### src/rtl/next_pc_unit_if.sv
// Fetch/execute control-flow bundle for next_pc_unit.
// slave = the PC unit, master = the pipeline around it.
interface next_pc_unit_if #(
  parameter int XLEN = 32
);
  logic            fetch_stall;
  logic [XLEN-1:0] pc;
  logic            pred_taken;
  logic [XLEN-1:0] pred_target;
  logic            ex_valid;
  logic [31:0]     ex_inst;
  logic [XLEN-1:0] ex_pc;
  logic [XLEN-1:0] ex_rs1;
  logic [XLEN-1:0] ex_rs2;
  logic            ex_pred_taken;
  logic [XLEN-1:0] ex_pred_target;
  logic            flush;
  logic [XLEN-1:0] link_addr;
  logic            misalign;

  modport master (
    output fetch_stall, ex_valid, ex_inst, ex_pc,
    output ex_rs1, ex_rs2, ex_pred_taken, ex_pred_target,
    input  pc, pred_taken, pred_target,
    input  flush, link_addr, misalign
  );

  modport slave (
    input  fetch_stall, ex_valid, ex_inst, ex_pc,
    input  ex_rs1, ex_rs2, ex_pred_taken, ex_pred_target,
    output pc, pred_taken, pred_target,
    output flush, link_addr, misalign
  );
endinterface

### src/rtl/next_pc_unit.sv
// Fetch PC register, execute-stage branch/jump resolution and
// optional BTB predictor (enable with `define NEXT_PC_BTB_EN).
module next_pc_unit #(
  parameter int              XLEN      = 32,
  parameter logic [XLEN-1:0] RESET_PC  = '0,
  parameter int              BTB_DEPTH = 16
) (
  input logic           clk,
  input logic           rst_n,
  next_pc_unit_if.slave io
);
  localparam logic [6:0] OP_BR   = 7'b1100011;
  localparam logic [6:0] OP_JAL  = 7'b1101111;
  localparam logic [6:0] OP_JALR = 7'b1100111;

  if (XLEN != 32) begin : g_bad_xlen
    $error("next_pc_unit: only XLEN=32 is supported");
  end
  if (BTB_DEPTH < 2 || (BTB_DEPTH & (BTB_DEPTH - 1)) != 0) begin : g_bad_depth
    $error("next_pc_unit: BTB_DEPTH must be a power of two >= 2");
  end

  logic [6:0]      opc;
  logic [2:0]      f3;
  logic            is_br;
  logic            is_jal;
  logic            is_jalr;
  logic            cf;
  logic            cond;
  logic            taken;
  logic            mp;
  logic            eq;
  logic            lt;
  logic            ltu;
  logic [XLEN-1:0] imm_b;
  logic [XLEN-1:0] imm_j;
  logic [XLEN-1:0] imm_i;
  logic [XLEN-1:0] sum_jr;
  logic [XLEN-1:0] target;
  logic [XLEN-1:0] link;
  logic [XLEN-1:0] redir;
  logic [XLEN-1:0] pc_nxt;

  assign opc = io.ex_inst[6:0];
  assign f3  = io.ex_inst[14:12];

  assign imm_b = {{(XLEN-12){io.ex_inst[31]}}, io.ex_inst[7],
                  io.ex_inst[30:25], io.ex_inst[11:8], 1'b0};
  assign imm_j = {{(XLEN-20){io.ex_inst[31]}}, io.ex_inst[19:12],
                  io.ex_inst[20], io.ex_inst[30:21], 1'b0};
  assign imm_i = {{(XLEN-11){io.ex_inst[31]}}, io.ex_inst[30:20]};

  // Opcode class decode
  always_comb begin
    is_br   = 1'b0;
    is_jal  = 1'b0;
    is_jalr = 1'b0;
    unique case (1'b1)
      (opc == OP_BR):   is_br   = 1'b1;
      (opc == OP_JAL):  is_jal  = 1'b1;
      (opc == OP_JALR): is_jalr = 1'b1;
      default: ;
    endcase
  end

  assign cf  = is_br | is_jal | is_jalr;
  assign eq  = io.ex_rs1 == io.ex_rs2;
  assign lt  = $signed(io.ex_rs1) < $signed(io.ex_rs2);
  assign ltu = io.ex_rs1 < io.ex_rs2;

  // Branch condition by funct3; 010/011 never taken
  always_comb begin
    cond = 1'b0;
    case (f3)
      3'b000:  cond = eq;
      3'b001:  cond = !eq;
      3'b100:  cond = lt;
      3'b101:  cond = !lt;
      3'b110:  cond = ltu;
      3'b111:  cond = !ltu;
      default: cond = 1'b0;
    endcase
  end

  assign sum_jr = io.ex_rs1 + imm_i;
  assign target = is_jalr
                ? (sum_jr & ~{{(XLEN-1){1'b0}}, 1'b1})
                : io.ex_pc + (is_jal ? imm_j : imm_b);
  assign taken  = (is_br & cond) | is_jal | is_jalr;
  assign link   = io.ex_pc + XLEN'(4);
  assign redir  = taken ? target : link;

  assign io.misalign  = io.ex_valid & taken & target[1];
  assign mp = io.ex_valid & !io.misalign &
              ((io.ex_pred_taken != taken) |
               (taken & (io.ex_pred_target != target)));
  assign io.flush     = mp;
  assign io.link_addr = link;

  // Next fetch PC: redirect beats stall beats prediction
  always_comb begin
    pc_nxt = io.pc + XLEN'(4);
    priority case (1'b1)
      mp:             pc_nxt = redir;
      io.fetch_stall: pc_nxt = io.pc;
      io.pred_taken:  pc_nxt = io.pred_target;
      default: ;
    endcase
  end

  // Fetch PC register
  always_ff @(posedge clk or negedge rst_n) begin
    if (!rst_n) io.pc <= RESET_PC;
    else        io.pc <= pc_nxt;
  end

`ifdef NEXT_PC_BTB_EN
  localparam int IDX  = $clog2(BTB_DEPTH);
  localparam int TAGW = XLEN - IDX - 2;

  logic [BTB_DEPTH-1:0] btb_vld;
  logic [TAGW-1:0]      btb_tag [BTB_DEPTH];
  logic [XLEN-1:0]      btb_tgt [BTB_DEPTH];
  logic [1:0]           btb_ctr [BTB_DEPTH];
  logic [IDX-1:0]       f_idx;
  logic [IDX-1:0]       u_idx;
  logic [TAGW-1:0]      f_tag;
  logic [TAGW-1:0]      u_tag;
  logic                 f_hit;
  logic                 u_hit;
  logic                 upd;
  logic [1:0]           ctr_nxt;

  assign f_idx = io.pc[IDX+1:2];
  assign f_tag = io.pc[XLEN-1:IDX+2];
  assign f_hit = btb_vld[f_idx] && (btb_tag[f_idx] == f_tag);
  assign io.pred_taken  = f_hit & btb_ctr[f_idx][1];
  assign io.pred_target = io.pred_taken ? btb_tgt[f_idx] : '0;

  assign u_idx = io.ex_pc[IDX+1:2];
  assign u_tag = io.ex_pc[XLEN-1:IDX+2];
  assign u_hit = btb_vld[u_idx] && (btb_tag[u_idx] == u_tag);
  assign upd   = io.ex_valid & cf & !io.misalign;

  // Saturating 2-bit counter step
  always_comb begin
    ctr_nxt = btb_ctr[u_idx];
    if (taken && btb_ctr[u_idx] != 2'b11)
      ctr_nxt = btb_ctr[u_idx] + 2'd1;
    else if (!taken && btb_ctr[u_idx] != 2'b00)
      ctr_nxt = btb_ctr[u_idx] - 2'd1;
  end

  // BTB train on hit, allocate on taken miss
  always_ff @(posedge clk or negedge rst_n) begin
    if (!rst_n) begin
      btb_vld <= '0;
      for (int i = 0; i < BTB_DEPTH; i++) begin
        btb_tag[i] <= '0;
        btb_tgt[i] <= '0;
        btb_ctr[i] <= '0;
      end
    end else if (upd) begin
      if (u_hit) begin
        btb_ctr[u_idx] <= ctr_nxt;
        if (taken) btb_tgt[u_idx] <= target;
      end else if (taken) begin
        btb_vld[u_idx] <= 1'b1;
        btb_tag[u_idx] <= u_tag;
        btb_tgt[u_idx] <= target;
        btb_ctr[u_idx] <= is_br ? 2'b10 : 2'b11;
      end
    end
  end
`else
  assign io.pred_taken  = 1'b0;
  assign io.pred_target = '0;
`endif
endmodule

### src/flat_wrapper.sv
// flat-port wrapper written by rule: the top's interface ports become plain ports
module next_pc_unit_flat 
#(
  parameter int              XLEN      = 32,
  parameter logic [XLEN-1:0] RESET_PC  = '0,
  parameter int              BTB_DEPTH = 16
)
  (clk, rst_n, io_fetch_stall, io_ex_valid, io_ex_inst, io_ex_pc, io_ex_rs1, io_ex_rs2, io_ex_pred_taken, io_ex_pred_target, io_pc, io_pred_taken, io_pred_target, io_flush, io_link_addr, io_misalign);
  next_pc_unit_if #(.XLEN(XLEN)) io_i ();
  input logic clk;
  input logic rst_n;
  input wire logic [$bits(io_i.fetch_stall)-1:0] io_fetch_stall;
  input wire logic [$bits(io_i.ex_valid)-1:0] io_ex_valid;
  input wire logic [$bits(io_i.ex_inst)-1:0] io_ex_inst;
  input wire logic [$bits(io_i.ex_pc)-1:0] io_ex_pc;
  input wire logic [$bits(io_i.ex_rs1)-1:0] io_ex_rs1;
  input wire logic [$bits(io_i.ex_rs2)-1:0] io_ex_rs2;
  input wire logic [$bits(io_i.ex_pred_taken)-1:0] io_ex_pred_taken;
  input wire logic [$bits(io_i.ex_pred_target)-1:0] io_ex_pred_target;
  output wire logic [$bits(io_i.pc)-1:0] io_pc;
  output wire logic [$bits(io_i.pred_taken)-1:0] io_pred_taken;
  output wire logic [$bits(io_i.pred_target)-1:0] io_pred_target;
  output wire logic [$bits(io_i.flush)-1:0] io_flush;
  output wire logic [$bits(io_i.link_addr)-1:0] io_link_addr;
  output wire logic [$bits(io_i.misalign)-1:0] io_misalign;
  assign io_i.fetch_stall = io_fetch_stall;
  assign io_i.ex_valid = io_ex_valid;
  assign io_i.ex_inst = io_ex_inst;
  assign io_i.ex_pc = io_ex_pc;
  assign io_i.ex_rs1 = io_ex_rs1;
  assign io_i.ex_rs2 = io_ex_rs2;
  assign io_i.ex_pred_taken = io_ex_pred_taken;
  assign io_i.ex_pred_target = io_ex_pred_target;
  assign io_pc = io_i.pc;
  assign io_pred_taken = io_i.pred_taken;
  assign io_pred_target = io_i.pred_target;
  assign io_flush = io_i.flush;
  assign io_link_addr = io_i.link_addr;
  assign io_misalign = io_i.misalign;
  next_pc_unit #(.XLEN(XLEN), .RESET_PC(RESET_PC), .BTB_DEPTH(BTB_DEPTH)) u_core (.clk(clk), .rst_n(rst_n), .io(io_i));
endmodule
### config.mk
export PLATFORM = sky130hd
export DESIGN_NAME = next_pc_unit_flat
export DESIGN_NICKNAME = d
export VERILOG_FILES = /design/src/rtl/next_pc_unit_if.sv /design/src/rtl/next_pc_unit.sv /design/src/flat_wrapper.sv
export SDC_FILE = /design/constraint.sdc
export NUM_CORES = 1
export LEC_CHECK = 0
export ABC_CLOCK_PERIOD_IN_PS = 8600
export BUFFER_PORTS_ARGS = -buffer_cell sky130_fd_sc_hd__buf_2
export CAP_MARGIN = 20
export CORE_MARGIN = 2
export CORE_UTILIZATION = 25
export DETAILED_ROUTE_END_ITERATION = 12
export GPL_TIMING_DRIVEN = 1
export SLEW_MARGIN = 20
export SYNTH_ARGS = -nofsm -noshare
export SYNTH_HDL_FRONTEND = slang
export SYNTH_SLANG_ARGS = --single-unit
### constraint.sdc
create_clock -name clk -period 8.6 [get_ports clk]
set_clock_uncertainty 0.2 [all_clocks]
set_input_delay 0.86 -clock clk [delete_from_list [all_inputs] [get_ports clk]]
set_output_delay 0.86 -clock clk [all_outputs]
set_load 0.02 [all_outputs]
==> results.md <==
* Syn. warnings at 0
* Peak supply drop at 0.0726 mV
* DR WL/cell at 19.1 um
* Via-to-Cell Ratio at 5.18
* GRT Overall Usage at 18.3%
* Arr. time, crit path at 6.26 ns
* Max_cap viols at 0
* Placement Rows at 68
* Io pins at 264
* Cell total after placement at 1817
* Status: finished clean
* Ratio of cells with drive above 1 in the final layout at 19.8%
* Residual DRC at 0
* Power, Total at 1.18 mW
* Post-CTS setup buffer count at 0
* Final WL at 34900 um
* Worst EP required at 7.54 ns
* Top post-synthesis cells by count: 110 x nand2_1, 94 x ha_1, 81 x a21oi_1
* Period utilisation layout at 85.1%
* Fraction of registers with async set/reset at 100%
* Fmax at 0.137 GHz
* Synth Cell Area at 0.00886 mm^2
* CTS root buf: clkbuf_16
* Synthesis-to-finish area growth at 17.0%
* Gr busiest metal: met2
* Hold crit path type: flop to flop
* Layout Nets at 1630
* Met2 global-route usage at 31.0%
* Final HPWL DP at 30000 um
* Crit end category: output port
* CP Max Fanout at 14
* Initial Util at 25.5%
* Fin Setup TNS at 0 ns
* Max FFs per register at 32
* Die W at 192 um
* Main synth FF type: dfrtp_1
* Hold_buf cts at 0
* Post-synthesis sequential area ratio at 9.04%
* Via total after detailed routing at 9474
* Number of buffers created by CTS at 5
* Finish-stage setup viols at 0
* # resized after CTS at 0
* Biggest regs: u_core.io.pc x32
* GRT overflow at 0
* Met3 GRT Util at 3.27%
* Die height at 192 um
* Non-filler instance count after layout at 1830
* Drt pass-1 iters at 6
* Largest net degree at the start of global routing at 61
* DR iter-0 viols at 706
* Die Area at 0.0369 mm^2
* Cells after Synth at 1186
* Number of H-tree levels at 2
* Worst-margin pin slew at 1.00 ns
* Final slew viol count at 0
* Critical path class: input pin to output port
* Tmin final at 7.32 ns
* Area leader, netlist: ha_1
* Most flops, register: u_core.io.pc
* RSZ-0062 raised after global routing: false
* Met1 usage at 24.2%
* Avg Cell Area, Syn at 7.47 um^2
* Clock transition at path regs at 0.05 ns
* Most common cell in the synthesized netlist: nand2_1
* Skew-Pair Late Insertion Delay at 0.28 ns
* Sink Count at 32
* Number of antenna violations at the first check in global routing at 8
* P_leak at 4.80 nW
* Max transition margin at 31.5%
* Number of synthesized flops with an enable pin at 0
* Total core area at 0.0347 mm^2
* Gpl congestion at 0.857
* Share of the synthesized area in the top cell type at 13.3%
* Maximum clock path buffer count at 2
* CTS tree: done
* PortBufs at 230
* Vias in the first global route at 8848
* Finished Cell Area at 0.0104 mm^2
* Post-DRT Antenna Nets at 0
* Final hold vios at 0
* Power density cells at 114 mW/mm^2
* #FFs+latches synth at 32
* Netlist cell types at 85
* First-pass GRT wire length at 51700 um
* Post-DP Area at 0.0102 mm^2
* Synth top area cells: ha_1 13%, dfrtp_1 9.0%, xnor2_1 7.2%
* Startpoint Class: input pin
worst max-delay path: stages:
cell and delay [ns]:
buf_2 0.07, nand3_1 0.25, nor3b_1 0.33, and3_1 0.18
buf_4 0.22, mux2_2 0.36, ha_1 0.21, fa_1 0.41
a21o_1 0.22, a221oi_4 0.37, o21bai_1 0.17, a221oi_1 0.46
o21ai_0 0.22, nand2_1 0.13, o311ai_0 0.14, nor4_1 0.61
nand4_1 0.19, nor4b_2 0.41, o31a_2 0.24, inv_1 0.04
buf_2 0.15
report_power, final:
| part | internal [mW] | switching, mW | total [mW] |
|---|---|---|---|
| Sequential | 0.186 | 0.0422 | 0.228 |
| Combinational | 0.304 | 0.472 | 0.776 |
| Clock | 0.115 | 0.0642 | 0.180 |
stage by stage:
stage	worst slack (ns)	hold slack, ns	util [%]
CTS	1.35	0.336	29.8
finish	1.28	0.325	29.8
global placement	1.41	0.320	29.4
floorplan	2.08	0.364	-
detailed placement	1.39	0.324	29.4
global route	0.897	0.360	29.8
metal layers:
layer  share of wire [%]  routed length, um
met3                 6.8               2360
met2                  47              16500
met5                0.18                 62
met1                  44              15300
met4                 1.9                646
worst paths after layout:
| check | cells past startpoint | startpoint | slack, ns | to |
|---|---|---|---|---|
| max reg2reg | 9 | u_core.io.pc[4] | 5.83 | u_core.io.pc[25] |
| min reg2reg | 1 | u_core.io.pc[0] | 0.32 | u_core.io.pc[0] |
| max in group asynchronous | 1 | rst_n | 7.25 | u_core.io.pc[15] |
| min in group asynchronous | 1 | rst_n | 0.45 | u_core.io.pc[29] |
| min | 1 | u_core.io.pc[0] | 0.32 | u_core.io.pc[0] |
| max | 21 | io_ex_inst[5] | 1.28 | io_flush |
kinds of logic after synthesis:
| kind of cell | after synthesis | share of synthesized area (%) |
|---|---|---|
| adder cells (fa/ha/maj) | 96 | 13.7 |
| flip-flops | 32 | 9.04 |
| AND/OR/NAND/NOR | 388 | 22.2 |
| other | 1 | 0.0423 |
| XOR/XNOR | 148 | 15.4 |
| AO/OA/AOI/OAI | 320 | 24.6 |
| buffers and inverters | 144 | 8.48 |
| multiplexers | 57 | 6.54 |
cell usage in the layout, fill, tap and decap left out, types with 7 or more instances in the layout:
cell type  count
a211oi_1      12
a21o_1        37
a21oi_1       81
a31oi_1       10
and2_1        11
and3_1        18
buf_2        230
buf_4          7
conb_1        33
dfrtp_1       32
ha_1          94
inv_1         51
mux2i_1       50
nand2_1      110
nand2b_1      10
nand3_1       36
nand4_1       43
nor2_1        70
nor2b_1       13
nor3_1        26
nor4_1         8
o211ai_1      18
o21a_1        19
o21ai_0       62
o21bai_1       7
or3_1          7
xnor2_1       73
xor2_1        70
cell type report:
cell class | count | area, um^2
fillers | 3876 | 24400
clock buffers | 8 | 146
flip-flops and latches | 32 | 801
inverters | 51 | 191
well taps | 455 | 569
diodes | 5 | 12.5
multi-input cells | 1042 | 7430
repair buffers | 237 | 1200
Note: power is estimated with default switching activity, not from simulation.
